## src/rtl/dly_load_seq.sv

```systemverilog
// Delay-load sequencer: validates lane delay writes, strobes per-lane ld,
// and issues a shared set on apply, keeping pending/active shadow copies.
module dly_load_seq #(
  parameter int          NUM_LANES     = 8,
  parameter int          LANE_BITS     = 3,
  parameter logic [7:0]  DELAY_VALUE   = 8'h00,
  parameter int          SETTLE_CYCLES = 2
) (
  input  logic                 clk,
  input  logic                 rst,
  input  logic                 cmd_valid,
  output logic                 cmd_ready,
  input  logic                 cmd_apply,
  input  logic [LANE_BITS-1:0] cmd_lane,
  input  logic [7:0]           cmd_delay,
  output logic [NUM_LANES-1:0] ld,
  output logic [7:0]           delay_out,
  output logic                 set,
  output logic                 busy,
  output logic [NUM_LANES-1:0] dirty,
  output logic                 err_fine,
  output logic                 err_lane,
  input  logic [LANE_BITS-1:0] rd_lane,
  output logic [7:0]           rd_pend,
  output logic [7:0]           rd_act
);

  typedef enum logic [1:0] {
    IDLE, LOAD, APPLY, SETTLE
  } state_e;

  state_e               state_q, state_d;
  logic [LANE_BITS-1:0] lane_q, lane_d;
  logic [7:0]           dly_q, dly_d;
  logic [3:0]           cnt_q, cnt_d;
  logic [NUM_LANES-1:0] dirty_q, dirty_d;
  logic                 err_fine_q, err_fine_d;
  logic                 err_lane_q, err_lane_d;
  logic [7:0]           pend_q [NUM_LANES];
  logic [7:0]           pend_d [NUM_LANES];
  logic [7:0]           act_q [NUM_LANES];
  logic [7:0]           act_d [NUM_LANES];
  logic [7:0]           rd_pend_q, rd_pend_d;
  logic [7:0]           rd_act_q, rd_act_d;

  logic                 accept;
  logic [NUM_LANES-1:0] lane_hit;
  logic [7:0]           vdly;

  always_comb begin
    state_d    = state_q;
    lane_d     = lane_q;
    dly_d      = dly_q;
    cnt_d      = cnt_q;
    dirty_d    = dirty_q;
    err_fine_d = err_fine_q;
    err_lane_d = err_lane_q;
    pend_d     = pend_q;
    act_d      = act_q;
    rd_pend_d  = 8'h00;
    rd_act_d   = 8'h00;
    ld         = '0;
    set        = 1'b0;
    delay_out  = 8'h00;

    cmd_ready = (state_q == IDLE) && !rst;
    accept    = cmd_valid && cmd_ready;

    // Out-of-range lanes match no bit, so they never strobe or mark dirty
    for (int i = 0; i < NUM_LANES; i++) begin
      lane_hit[i] = (lane_q == LANE_BITS'(i));
    end

    vdly = cmd_delay;
    if (cmd_delay[2:0] > 3'd4) begin
      vdly[2:0] = 3'd4;
    end

    case (state_q)
      IDLE: begin
        if (accept) begin
          if (cmd_apply) begin
            state_d = APPLY;
          end else begin
            state_d = LOAD;
            lane_d  = cmd_lane;
            dly_d   = vdly;
            if (cmd_delay[2:0] > 3'd4) begin
              err_fine_d = 1'b1;
            end
          end
        end
      end
      LOAD: begin
        ld        = lane_hit;
        delay_out = dly_q;
        dirty_d   = dirty_q | lane_hit;
        for (int i = 0; i < NUM_LANES; i++) begin
          if (lane_hit[i]) begin
            pend_d[i] = dly_q;
          end
        end
        if (lane_hit == '0) begin
          err_lane_d = 1'b1;
        end
        state_d = IDLE;
      end
      APPLY: begin
        if (dirty_q != '0) begin
          set = 1'b1;
          for (int i = 0; i < NUM_LANES; i++) begin
            if (dirty_q[i]) begin
              act_d[i] = pend_q[i];
            end
          end
          dirty_d = '0;
          cnt_d   = 4'(SETTLE_CYCLES - 1);
          state_d = SETTLE;
        end else begin
          state_d = IDLE;
        end
      end
      SETTLE: begin
        if (cnt_q == 4'd0) begin
          state_d = IDLE;
        end else begin
          cnt_d = cnt_q - 4'd1;
        end
      end
      default: state_d = IDLE;
    endcase

    for (int i = 0; i < NUM_LANES; i++) begin
      if (rd_lane == LANE_BITS'(i)) begin
        rd_pend_d = pend_q[i];
        rd_act_d  = act_q[i];
      end
    end

    // Reset kills strobes within the same cycle it is seen
    if (rst) begin
      ld        = '0;
      set       = 1'b0;
      delay_out = 8'h00;
    end
  end

  always_ff @(posedge clk) begin
    if (rst) begin
      state_q    <= IDLE;
      lane_q     <= '0;
      dly_q      <= 8'h00;
      cnt_q      <= 4'd0;
      dirty_q    <= '0;
      err_fine_q <= 1'b0;
      err_lane_q <= 1'b0;
      rd_pend_q  <= DELAY_VALUE;
      rd_act_q   <= DELAY_VALUE;
      for (int i = 0; i < NUM_LANES; i++) begin
        pend_q[i] <= DELAY_VALUE;
        act_q[i]  <= DELAY_VALUE;
      end
    end else begin
      state_q    <= state_d;
      lane_q     <= lane_d;
      dly_q      <= dly_d;
      cnt_q      <= cnt_d;
      dirty_q    <= dirty_d;
      err_fine_q <= err_fine_d;
      err_lane_q <= err_lane_d;
      rd_pend_q  <= rd_pend_d;
      rd_act_q   <= rd_act_d;
      for (int i = 0; i < NUM_LANES; i++) begin
        pend_q[i] <= pend_d[i];
        act_q[i]  <= act_d[i];
      end
    end
  end

  assign busy     = (state_q != IDLE);
  assign dirty    = dirty_q;
  assign err_fine = err_fine_q;
  assign err_lane = err_lane_q;
  assign rd_pend  = rd_pend_q;
  assign rd_act   = rd_act_q;

endmodule
```

## config.mk

```make
export PLATFORM = sky130hd
export DESIGN_NAME = dly_load_seq
export DESIGN_NICKNAME = d
export VERILOG_FILES = /design/src/rtl/dly_load_seq.sv
export SDC_FILE = /design/constraint.sdc
export NUM_CORES = 1
export LEC_CHECK = 0
export ABC_AREA = 0
export CORE_MARGIN = 1.5
export CORE_UTILIZATION = 35
export CTS_BUF_LIST = sky130_fd_sc_hd__clkbuf_2
export CTS_CLUSTER_DIAMETER = 60
export CTS_CLUSTER_SIZE = 40
export DETAILED_ROUTE_END_ITERATION = 16
export GPL_ROUTABILITY_DRIVEN = 0
export MAX_ROUTING_LAYER = met4
export PLACE_DENSITY = 0.51
export SLEW_MARGIN = 20
export SYNTH_ARGS = -nofsm -noshare
export SYNTH_HDL_FRONTEND = slang
export SYNTH_SLANG_ARGS = --single-unit
```

## constraint.sdc

```tcl
create_clock -name clk -period 1.9 [get_ports clk]
set_input_delay 0.57 -clock clk [delete_from_list [all_inputs] [get_ports clk]]
set_output_delay 0.57 -clock clk [all_outputs]
set_load 0.02 [all_outputs]
```

==> impl_summary.txt, run 1 <==
----------------------------------------------------
[Worst setup path]
  Register-to-register setup slack ... -0.18 ns
  Worst reg2reg path depth ... 9
  Crit path top cell by count ... buf_4
  CP arrival ... 1.89 ns
  Worst path max stage delay ... roughly 0.40 ns
  Crit path buf inv count ... 2
  Critical register-to-register path startpoint ... lane_q[2]$_SDFFE_PP0P_
  Critical path peak fanout ... 3
  Worst flop-to-flop path endpoint ... pend_q[42]$_SDFFE_PP0P_
  Kind of critical path ... register to output pin
  Cells along the critical path ... buf_4 -> nand3b_1 -> nor4_4 -> buf_4
  Setup crit end kind ... output pin
  Required time of the worst setup path ... 1.33 ns
  Worst Setup SP ... lane_q[2]$_SDFFE_PP0P_
  Slowest cell on the critical path ... dfxtp_2
  Kind of cell adding the most delay to the critical path ... simple AND/OR/NAND/NOR gates
  Startpoint kind of the worst setup timing path ... register

[Placement]
  Placed insts ... 1156
  Half-perimeter wire length after detailed placement ... 16.39 mm
  Number of port buffers ... 62

[Outcome]
  Status ... finished, violations left
  Violated checks ... negative setup slack

[Routing]
  Vias after detailed routing ... 6401
  Total length of routed wires ... 23.58 mm
  Detail-routed net length per standard cell ... between 15 and 20 um
  Met3 wire length ... between 1 and 1.5 mm
  Uppermost layer routed ... met4
  Number of detailed-route iterations in the first pass ... 8
  Count of unresolved DRC violations after routing ... 0
  Drt first-iter violations ... between 400 and 500
  Final antenna-violating net count ... 0
  Metal-1 WL ... 10.69 mm
  Met2 wire length ... 11.42 mm
  Vias per cell ... between 5 and 6

[Clocking]
  Worst skew pair latency ... 0.72 ns
  Number of H-tree levels ... 4
  Count of hold-fix buffers inserted at cts ... 0
  Number of buffers created by CTS ... 17
  CTS root buffer ... clkbuf_2
  Clock tree from TritonCTS ... done
  Clock input transition at the sequential cells of the worst setup and hold paths ... 0.26 ns
  Number of buffers on the longest clock path ... 2
  Sinks on Clock Net ... 171

[Yosys]
  Yosys warns ... 0
  #FFs+latches synth ... 171
  Synth cell count leaders ... dfxtp_1 (171), a21oi_1 (93), nand2_1 (89), nor2_1 (80), mux2i_1 (79)
  Post-Synth Adder-Cell Area ... 0.003384
  Count leader, synth ... dfxtp_1
  Synth Area in Compound Gates ... 0.1335
  Average cell area after synthesis ... 9.140 um^2
  Synthesized netlist cell count ... 809
  Post-synthesis cell area ... about 7400 um^2
  Multiplexer share of the synthesized area ... 0.1587
  Commonest register cell after synthesis ... dfxtp_1
  FFs w/ async S/R, synth ... 0
  Post-synth EDFFs ... 0
  Main combinational cell family by area after synthesis ... simple AND/OR/NAND/NOR gates
  Basic-gate share of the synthesized area counting and, or, nand and nor cells ... 0.1839
  Cell type with the largest total area after synthesis ... dfxtp_1
  Distinct cell type count of the synthesized netlist ... 47
  Post-synthesis sequential area ratio ... 0.4629
  Area share of the leading cell type in the synthesized netlist ... 0.4629
  Number of nets in the synthesized netlist ... 829
  Cells taking the most area after synthesis ... dfxtp_1 (46%), mux2i_1 (11%), a21oi_1 (6.3%), nand2_1 (4.5%), nand3_1 (4.5%)
  Xor/xnor cell area share of the yosys netlist ... 0.002369

[Min path]
  Class of the worst hold path ... input pin to register
  Worst Hold Endpoint ... dly_q[1]$_SDFFE_PP0P_
  Source of the worst hold timing path ... rst
  Hold path depth ... 3

[Timing]
  Fin Clk Skew ... ~0.036 ns
  Max Clk Rate ... a little over 400 MHz
  Shortest period the worst path allows ... 2.463 ns
  Worst relative slew slack ... 0.4254
  Final critical-path share of the clock period ... 1.296
  Setup violation total in the final timing report ... 35
  Slew @ Worst Pin ... 0.8620 ns
  Final hold violations ... 0
  Fin worst setup slack ... -0.5632 ns
  Unrepaired setup endpoints after global routing ... yes
  Number of max-slew violations in the final report ... 0

[Final layout]
  Final-layout fill cell count ... 2022
  Final non-filler cell total ... 1213
  Layout cells sized above 1 ... 0.2877
  Growth of design area from synthesis to finish ... 27.92%
  # nets final ... 949

[Power and ir drop]
  Sequential power share ... 0.563
  Internal power component ... 4.767 mW
  Peak supply drop ... 521.7 uV
  Clock power share ... 0.340
  Switching power ... between 1.5 and 2 mW
  Leak Pwr ... ~3.7 nW
  Power per unit of standard cell area ... 684.4 nW/um^2
  Gate power share ... 0.098
  Switching portion of total power ... 0.2636
  Post-layout total power ... around 6.5 mW

[Floorplan]
  Number of core rows ... 52
  Chip height ... 148.4 um
  Die Area ... 22010 um^2
  Core area ... 20490 um^2
  Effective utilization at floorplan ... 0.3608
  Number of I/O pins ... 63
  Die width ... 148.4 um

[Global routing]
  Number of antenna violations at the first check in global routing ... 1
  Grt ovf ... 0
  Global-route wire length before repair ... between 30 and 40 mm
  Via count of the first global-routing pass ... around 6.4k
  GRT Overall Usage ... 0.2256
  Largest net degree at the start of global routing ... 80

[Flow run]
  # Max-Cap Violations ... 0

----------------------------------------------------
[stage by stage]
stage	instance area [um^2]	worst slack (ns)	util	TNS, ns	hold slack, ns
2_1_floorplan	7416	-0.1380	-	-1.205	0.4315
3_3_place_gp	8692	-0.4523	0.4241	-10.11	0.4425
3_5_place_dp	8692	-0.4474	0.4241	-10.40	0.4459
4_1_cts	9329	-0.6162	0.4552	-15.78	0.2002
5_1_grt	9459	-0.7363	0.4615	-15.28	0.2161
6_report	9459	-0.5632	0.4615	-10.58	0.3096
[registers in the layout, indices dropped and copies added (netlist names)]
signal    flops
rd_pend       8
cnt_q         4
act_q        64
dly_q         8
dirty         8
pend_q       64
err_lane      1
err_fine      1
lane_q        3
rd_act        8
state_q       2
[cells in the final DEF, fill, tap and decap left out, types with 10 or more instances in the layout]
cell             Yosys  layout
a21oi_1             93      93
and2_4               0      10
buf_4                4      97
buf_6                6      39
clkbuf_2             1      18
clkdlybuf4s50_1      0      14
dfxtp_1            171     144
dfxtp_2              0      24
mux2i_1             79      79
nand2_1             89      87
nand3_1             66      66
nor2_1              80      75
o21a_1              16      16
o21ai_0             20      20
[worst max path at each step]
stage	end	slack, ns	cells past startpoint
finish	ld[2]	-0.56	4
floorplan	ld[3]	-0.14	3
CTS	ld[6]	-0.62	4
detailed placement	delay_out[2]	-0.45	5
global route	ld[2]	-0.74	4
global placement	delay_out[3]	-0.45	5
[layout make-up]
cell class / count / area [um^2] / share of cell area
clock inverters: 14 / 193.9 / 0.02050
clock buffers: 18 / 90.09 / 0.009524
diodes: 1 / 2.502 / 0.0002646
inverters: 10 / 37.54 / 0.003968
flip-flops and latches: 171 / 3465 / 0.3663
well taps: 270 / 337.8 / 0.03571
multi-input cells: 558 / 3760 / 0.3975
repair buffers: 171 / 1573 / 0.1663
[power by group through the flow]
stage / Sequential (mW) / Combinational, mW / Clock (mW)
after floorplan: 3.72 / 0.315 / 0
after global placement: 3.71 / 0.572 / 0
after detailed placement: 3.71 / 0.575 / 0
after CTS: 3.64 / 0.611 / 2.25
after global routing: 3.65 / 0.676 / 2.41
final: 3.64 / 0.633 / 2.20
[per-layer routing]
| metal | track usage | vias up |
|---|---|---|
| met2 | 0.3638 | 152 |
| met3 | 0.03957 | 26 |
| met1 | 0.2951 | 3151 |
| met4 | 0.05446 | 0 |
| met5 | - | - |
| li1 | - | 3072 |
[cell families (layout without fill, tap and decap cells)]
| family | Yosys count | in the layout |
|---|---|---|
| adder cells (fa/ha/maj) | 2 | 2 |
| other | 0 | 1 |
| multiplexers | 97 | 97 |
| AND/OR/NAND/NOR | 294 | 294 |
| XOR/XNOR | 2 | 2 |
| AO/OA/AOI/OAI | 163 | 163 |
| buffers and inverters | 80 | 213 |
| flip-flops | 171 | 171 |
[worst register-to-register path: stages, from the launching register on]
cell	delay, ns
dfxtp_2	0.40
buf_4	0.15
nand3b_1	0.26
buf_4	0.20
buf_4	0.12
buf_4	0.18
nor3_4	0.20
buf_6	0.20
mux2i_1	0.22
nor2_1	0.05
[what timing repair did]
| item | CTS | global route |
|---|---|---|
| pin swaps | 9 | 11 |
| resized for setup | 304 | 62 |
| gates cloned | 0 | 1 |
| setup buffers | 28 | 11 |
| setup endpoints to repair | 50 | 129 |
Power figures use the tool's default switching activity.
==> inputs of run 2 (changes only) <==
PLACE_DENSITY = 0.49   (was 0.51)
clock period = 2.7 ns   (was 1.9 ns; I/O delays follow)
==> impl_summary.txt, run 2 (synthesis results as in run 1) <==
----------------------------------------------------
[Floorplan]
  Number of core rows ... 52 (unchanged)
  Die width ... 148.4 um (unchanged)
  Core area ... 20490 um^2 (unchanged)
  Effective utilization at floorplan ... 0.3608 (unchanged)
  Chip height ... 148.4 um (unchanged)
  Number of I/O pins ... 63 (unchanged)
  Die Area ... 22010 um^2 (unchanged)

[Final layout]
  # nets final ... 941 (-0.84%)
  Design Area, Final ... 9259 um^2 (-2.1%)
  Commonest cells after routing, fill and taps aside ... dfxtp_1 (164), a21oi_1 (93), buf_4 (92)
  Largest registers ... act_q (64), pend_q (64)
  Growth of design area from synthesis to finish ... 25.21%
  Layout cells sized above 1 ... 0.2334 (-0.05428)
  Final non-filler cell total ... 1205 (-0.66%)
  Final core utilization ... 0.4518 (-0.009768)
  Leading cell type in the layout, fill and taps excluded ... dfxtp_1
  Final-layout fill cell count ... 2026 (+0.20%)

[Worst setup path]
  Kind of critical path ... register to output pin
  Worst path max stage delay ... 0.43 ns (+0.03 ns)
  Required time of the worst setup path ... 1.89 ns (+0.56 ns)
  Cells along the critical path ... buf_6 -> nor3b_4 -> buf_6 -> buf_6 -> and2_4 -> buf_6
  Worst flop-to-flop path endpoint ... pend_q[60]$_SDFFE_PP0P_
  Register-to-register setup slack ... 0.10 ns (+0.28 ns)
  Crit path top cell by count ... buf_6
  Critical register-to-register path startpoint ... lane_q[1]$_SDFFE_PP0P_
  CP arrival ... 1.95 ns (+0.06 ns)
  Slowest cell on the critical path ... dfxtp_4
  Worst reg2reg path depth ... 16 (+7)
  Startpoint kind of the worst setup timing path ... register
  Setup crit end kind ... output pin
  Critical path peak fanout ... 7 (+4)

[Clocking]
  Number of H-tree levels ... 4 (unchanged)
  Number of buffers on the longest clock path ... 2 (unchanged)
  Count of hold-fix buffers inserted at cts ... 0 (unchanged)
  CTS root buffer ... clkbuf_2
  Worst skew pair latency ... 0.74 ns (+0.02 ns)
  Number of buffers created by CTS ... 17 (unchanged)
  Sinks on Clock Net ... 171 (unchanged)
  Clock input transition at the sequential cells of the worst setup and hold paths ... 0.27 ns (about the same)
  Clock tree from TritonCTS ... done

[Routing]
  Count of unresolved DRC violations after routing ... 0 (unchanged)
  Drt first-iter violations ... 450 (+12%)
  Total length of routed wires ... 23.90 mm (+1.4%)
  Final antenna-violating net count ... 0 (unchanged)
  Number of detailed-route iterations in the first pass ... 5 (-3)
  Detail-routed net length per standard cell ... 19.83 um (+2.0%)
  Vias after detailed routing ... 6448 (+0.73%)
  Vias per cell ... 5.351 (+1.4%)

[Power and ir drop]
  Post-layout total power ... 4.517 mW (-30%)
  Leak Pwr ... 3.554 nW (-2.8%)
  Power per unit of standard cell area ... 487.9 nW/um^2 (-29%)
  Peak supply drop ... 224.4 uV (-57%)

[Global routing]
  GRT Overall Usage ... 0.2279 (+0.002267)
  Grt ovf ... 0 (unchanged)
  Number of antenna violations at the first check in global routing ... 1 (unchanged)
  Via count of the first global-routing pass ... 6262 (-2.9%)
  Global-route wire length before repair ... 36.54 mm (-0.17%)
  Largest net degree at the start of global routing ... 73 (-8.8%)

[Min path]
  Hold path depth ... 2 (-1)
  Source of the worst hold timing path ... act_q[2]$_SDFFE_PP0P_
  Worst Hold Endpoint ... act_q[2]$_SDFFE_PP0P_
  Class of the worst hold path ... register to register

[Outcome]
  Status ... finished, violations left
  Violated checks ... negative setup slack

[Timing]
  Final critical-path share of the clock period ... 1.022
  Final hold violations ... 0 (unchanged)
  Worst relative slew slack ... 0.4837 (+0.05832)
  Shortest period the worst path allows ... 2.760 ns
  Fin worst setup slack ... -0.06035 ns (+0.5029 ns)
  Fin Clk Skew ... 0.03644 ns (+0.0008436 ns)
  Setup violation total in the final timing report ... 6 (-83%)
  Number of max-slew violations in the final report ... 0 (unchanged)
  Slew @ Worst Pin ... 0.7745 ns (-0.08748 ns)
  Unrepaired setup endpoints after global routing ... yes
  Max Clk Rate ... 362.3 MHz

[Placement]
  Cell Area, Placed ... 8451 um^2 (-2.8%)
  Half-perimeter wire length after detailed placement ... 15.70 mm (-4.2%)
  Placed insts ... 1130 (-2.2%)
  Number of port buffers ... 62 (unchanged)
  Post-placement worst setup slack ... -0.1493 ns (+0.2981 ns)

[Flow run]
  # Max-Cap Violations ... 0 (unchanged)

----------------------------------------------------
-- run 2: changes by cell type in the layout (fill, tap and decap cells not counted), moves of 7 or more --
| cell | before | now |
|---|---|---|
| buf_6 | 39 | 26 |
| buf_8 | 7 | 0 |
| clkdlybuf4s50_1 | 14 | 31 |
| dfxtp_1 | 144 | 164 |
| dfxtp_2 | 24 | 4 |
-- run 2: per-layer routing --
| metal | track usage | share of wire | vias up |
|---|---|---|---|
| met1 | 0.2927 | 0.45 | 3192 |
| met4 | 0.06188 | 0.019 | 0 |
| li1 | - | - | 3053 |
| met3 | 0.04540 | 0.046 | 26 |
| met5 | - | 0 | - |
| met2 | 0.3666 | 0.49 | 177 |
-- run 2: report_power, final --
| part | internal, mW | switching [mW] |
|---|---|---|
| Clock | 0.534 | 0.976 |
| Combinational | 0.185 | 0.259 |
| Sequential | 2.55 | 0.0134 |
| Total | 3.27 | 1.25 |
-- run 2: worst max-delay path, delay by kind of cell (launching register included) --
family | cells | cell delay (ns)
flip-flops | 1 | 0.43
buffers and inverters | 4 | 0.48
AND/OR/NAND/NOR | 2 | 0.31
-- run 2: layout make-up --
| class | instances | area (um^2) | area share |
|---|---|---|---|
| Antenna cell | 1 | 2.502 | 0.0002703 |
| Timing Repair Buffer | 163 | 1411 | 0.1524 |
| Clock inverter | 15 | 187.7 | 0.02027 |
| Tap cell | 270 | 337.8 | 0.03649 |
| Inverter | 10 | 37.54 | 0.004054 |
| Clock buffer | 17 | 85.08 | 0.009189 |
| Multi-Input combinational cell | 558 | 3757 | 0.4058 |
| Sequential cell | 171 | 3440 | 0.3715 |
-- run 2: per-stage QoR --
| stage | hold WS, ns | setup TNS (ns) |
|---|---|---|
| finish | 0.4700 | -0.2594 |
| global route | 0.4794 | -2.165 |
| CTS | 0.4544 | -1.390 |
| detailed placement | 0.4447 | -1.689 |
| global placement | 0.4381 | -1.401 |
| floorplan | 0.4315 | 0 |
-- run 2: worst max path at each step --
stage / startpoint / to / slack (ns)
after global routing: state_q[0]$_SDFFE_PP0P_ / delay_out[5] / -0.20
after floorplan: rst / ld[2] / 0.02
after global placement: rst / delay_out[6] / -0.12
after detailed placement: rst / delay_out[5] / -0.15
after CTS: dirty[2]$_SDFFE_PP0P_ / set / -0.24
final: state_q[1]$_SDFFE_PP0P_ / delay_out[5] / -0.06
-- run 2: repair_timing --
| action | in CTS | in global routing |
|---|---|---|
| pin swaps | 13 | 10 |
| resized for setup | 144 | 42 |
| setup endpoints to repair | 27 | 30 |
| buffers inserted | 39 | 6 |
==> inputs of run 3 (changes only) <==
ABC_CLOCK_PERIOD_IN_PS = 2700   (was unset)
CTS_BUF_LIST = unset   (was sky130_fd_sc_hd__clkbuf_2)
GPL_TIMING_DRIVEN = 0   (was unset)
==> impl_summary.txt, run 3 (synthesis results as in run 1) <==
----------------------------------------------------
[Routing]
  Count of unresolved DRC violations after routing ... 0 (unchanged)
  Detail-routed net length per standard cell ... 21.94 um (+11%)
  Vias per cell ... 5.479 (+2.4%)
  Total length of routed wires ... 25.69 mm (+7.5%)
  Drt first-iter violations ... 598 (+33%)
  Number of detailed-route iterations in the first pass ... 5 (unchanged)
  Vias after detailed routing ... 6416 (-0.50%)
  Final antenna-violating net count ... 0 (unchanged)

[Power and ir drop]
  Peak supply drop ... 522.2 uV (+130%)
  Leak Pwr ... 3.347 nW (-5.8%)
  Power per unit of standard cell area ... 612.1 nW/um^2 (+25%)
  Post-layout total power ... 5.548 mW (+23%)

[Global routing]
  Largest net degree at the start of global routing ... 17 (-77%)
  Grt ovf ... 0 (unchanged)
  GRT Overall Usage ... 0.2477 (+0.01979)
  Via count of the first global-routing pass ... 6301 (+0.62%)
  Global-route wire length before repair ... 38.71 mm (+5.9%)
  Number of antenna violations at the first check in global routing ... 0 (-1)

[Placement]
  Number of port buffers ... 59 (-4.8%)
  Placed insts ... 1138 (+0.71%)
  Half-perimeter wire length after detailed placement ... 18.46 mm (+18%)

[Floorplan]
  Die width ... 148.4 um (unchanged)
  Number of core rows ... 52 (unchanged)
  Number of I/O pins ... 63 (unchanged)
  Chip height ... 148.4 um (unchanged)
  Die Area ... 22010 um^2 (unchanged)
  Effective utilization at floorplan ... 0.3608 (unchanged)
  Core area ... 20490 um^2 (unchanged)

[Timing]
  Final hold violations ... 0 (unchanged)
  Setup violation total in the final timing report ... 0 (-6)
  Fin Clk Skew ... 0.01400 ns (-0.02244 ns)
  Setup TNS Final ... 0 ns (+0.2594 ns)
  Slew @ Worst Pin ... 0.8679 ns (+0.09343 ns)
  Max Clk Rate ... 378.3 MHz (+4.4%)
  Number of max-slew violations in the final report ... 0 (unchanged)
  Final critical-path share of the clock period ... 0.9790 (-0.04339)
  Shortest period the worst path allows ... 2.643 ns (-0.1172 ns)
  Worst relative slew slack ... 0.4214 (-0.06229)
  Unrepaired setup endpoints after global routing ... no

[Final layout]
  Commonest cells after routing, fill and taps aside ... dfxtp_1 (165), a21oi_1 (93), nand2_1 (88)
  Growth of design area from synthesis to finish ... 22.57%
  Largest registers ... act_q (64), pend_q (64)
  Register cell area after layout ... 3433 um^2 (-0.18%)
  Leading cell type in the layout, fill and taps excluded ... dfxtp_1
  Diode insertion count for antenna repair ... 0 (-1)
  # nets final ... 908 (-3.5%)
  Layout cells sized above 1 ... 0.1465 (-0.08690)
  Multi-input logic area ... 3638 um^2 (-3.2%)
  Final-layout fill cell count ... 2041 (+0.74%)
  Final non-filler cell total ... 1171 (-2.8%)

[Worst setup path]
  Startpoint kind of the worst setup timing path ... input pin
  Worst path max stage delay ... 0.27 ns (-0.16 ns)
  Crit path buf inv count ... 4 (unchanged)
  Slowest cell on the critical path ... clkdlybuf4s15_2
  Required time of the worst setup path ... 1.89 ns (about the same)
  Cells along the critical path ... buf_4 -> clkbuf_8 -> clkbuf_4 -> nor2_2 -> clkdlybuf4s15_2
  Kind of critical path ... input pin to output pin
  Setup crit end kind ... output pin
  Kind of cell adding the most delay to the critical path ... buffers and inverters
  CP arrival ... 1.83 ns (-0.12 ns)
  Critical path peak fanout ... 10 (+3)

[Clocking]
  Clock tree from TritonCTS ... done
  Worst skew pair latency ... 0.43 ns (-0.31 ns)
  Sinks on Clock Net ... 171 (unchanged)
  Number of H-tree levels ... 4 (unchanged)
  CTS root buffer ... clkbuf_16
  Number of buffers created by CTS ... 17 (unchanged)
  Number of buffers on the longest clock path ... 2 (unchanged)
  Clock input transition at the sequential cells of the worst setup and hold paths ... 0.06 ns (-0.21 ns)

[Min path]
  Class of the worst hold path ... register to register

[Outcome]
  Status ... finished clean

[Flow run]
  # Max-Cap Violations ... 0 (unchanged)

----------------------------------------------------
[run 3: worst paths after layout]
path / depth (start not counted) / slack (ns) / end / startpoint
min reg2reg: 2 / 0.45 / act_q[38]$_SDFFE_PP0P_ / act_q[38]$_SDFFE_PP0P_
min: 2 / 0.45 / act_q[38]$_SDFFE_PP0P_ / act_q[38]$_SDFFE_PP0P_
max: 5 / 0.06 / ld[0] / rst
max reg2reg: 7 / 0.90 / act_q[46]$_SDFFE_PP0P_ / state_q[0]$_SDFFE_PP0P_
[run 3: worst reg2reg max path: stages (launching register included)]
cell,delay (ns)
dfxtp_1,0.31
buf_6,0.15
nor2b_1,0.14
buf_2,0.24
buf_2,0.35
nand2_2,0.24
nand2_1,0.16
a21oi_1,0.07
[run 3: repair_timing]
action | 4_1_cts | 5_1_grt
pin swaps | 2 | 1
setup endpoints to repair | 17 | 13
cloned | 0 | 0
hold buffers | 0 | 0
hold endpoints to repair | 0 | 0
resized for setup | 63 | 21
buffers inserted | 6 | 1
[run 3: layout make-up]
cell class              instances  area share
multi-input cells             558      0.4014
flip-flops and latches        171      0.3788
repair buffers                 66     0.06599
clock buffers                  23     0.05494
plain buffers                  64     0.04210
well taps                     270     0.03727
clock inverters                 9     0.01491
inverters                      10    0.004555
[run 3: power breakdown]
group	internal (mW)	switching, mW	total (mW)
Sequential	2.54	0.0250	2.57
Combinational	0.145	0.251	0.397
Clock	1.58	1.00	2.59
[run 3: per-layer routing]
layer	routed length, um	up-vias	GRT usage	part of all wire
met4	518	0	0.06733	0.020
met5	0	-	-	0
met3	1599	34	0.05675	0.062
met2	12240	210	0.3979	0.48
li1	-	3000	-	-
met1	11330	3172	0.3139	0.44
[run 3: stage by stage]
| stage | worst slack (ns) | instance area, um^2 | hold WS, ns | utilization |
|---|---|---|---|---|
| floorplan | 0.01800 | 7401 | 0.4315 | - |
| global placement | -1.034 | 8329 | 0.4438 | 0.4064 |
| detailed placement | -1.033 | 8329 | 0.4452 | 0.4064 |
| CTS | 0.002427 | 9072 | 0.4542 | 0.4427 |
| global route | 0.004872 | 9064 | 0.4668 | 0.4422 |
| finish | 0.05681 | 9064 | 0.4543 | 0.4422 |
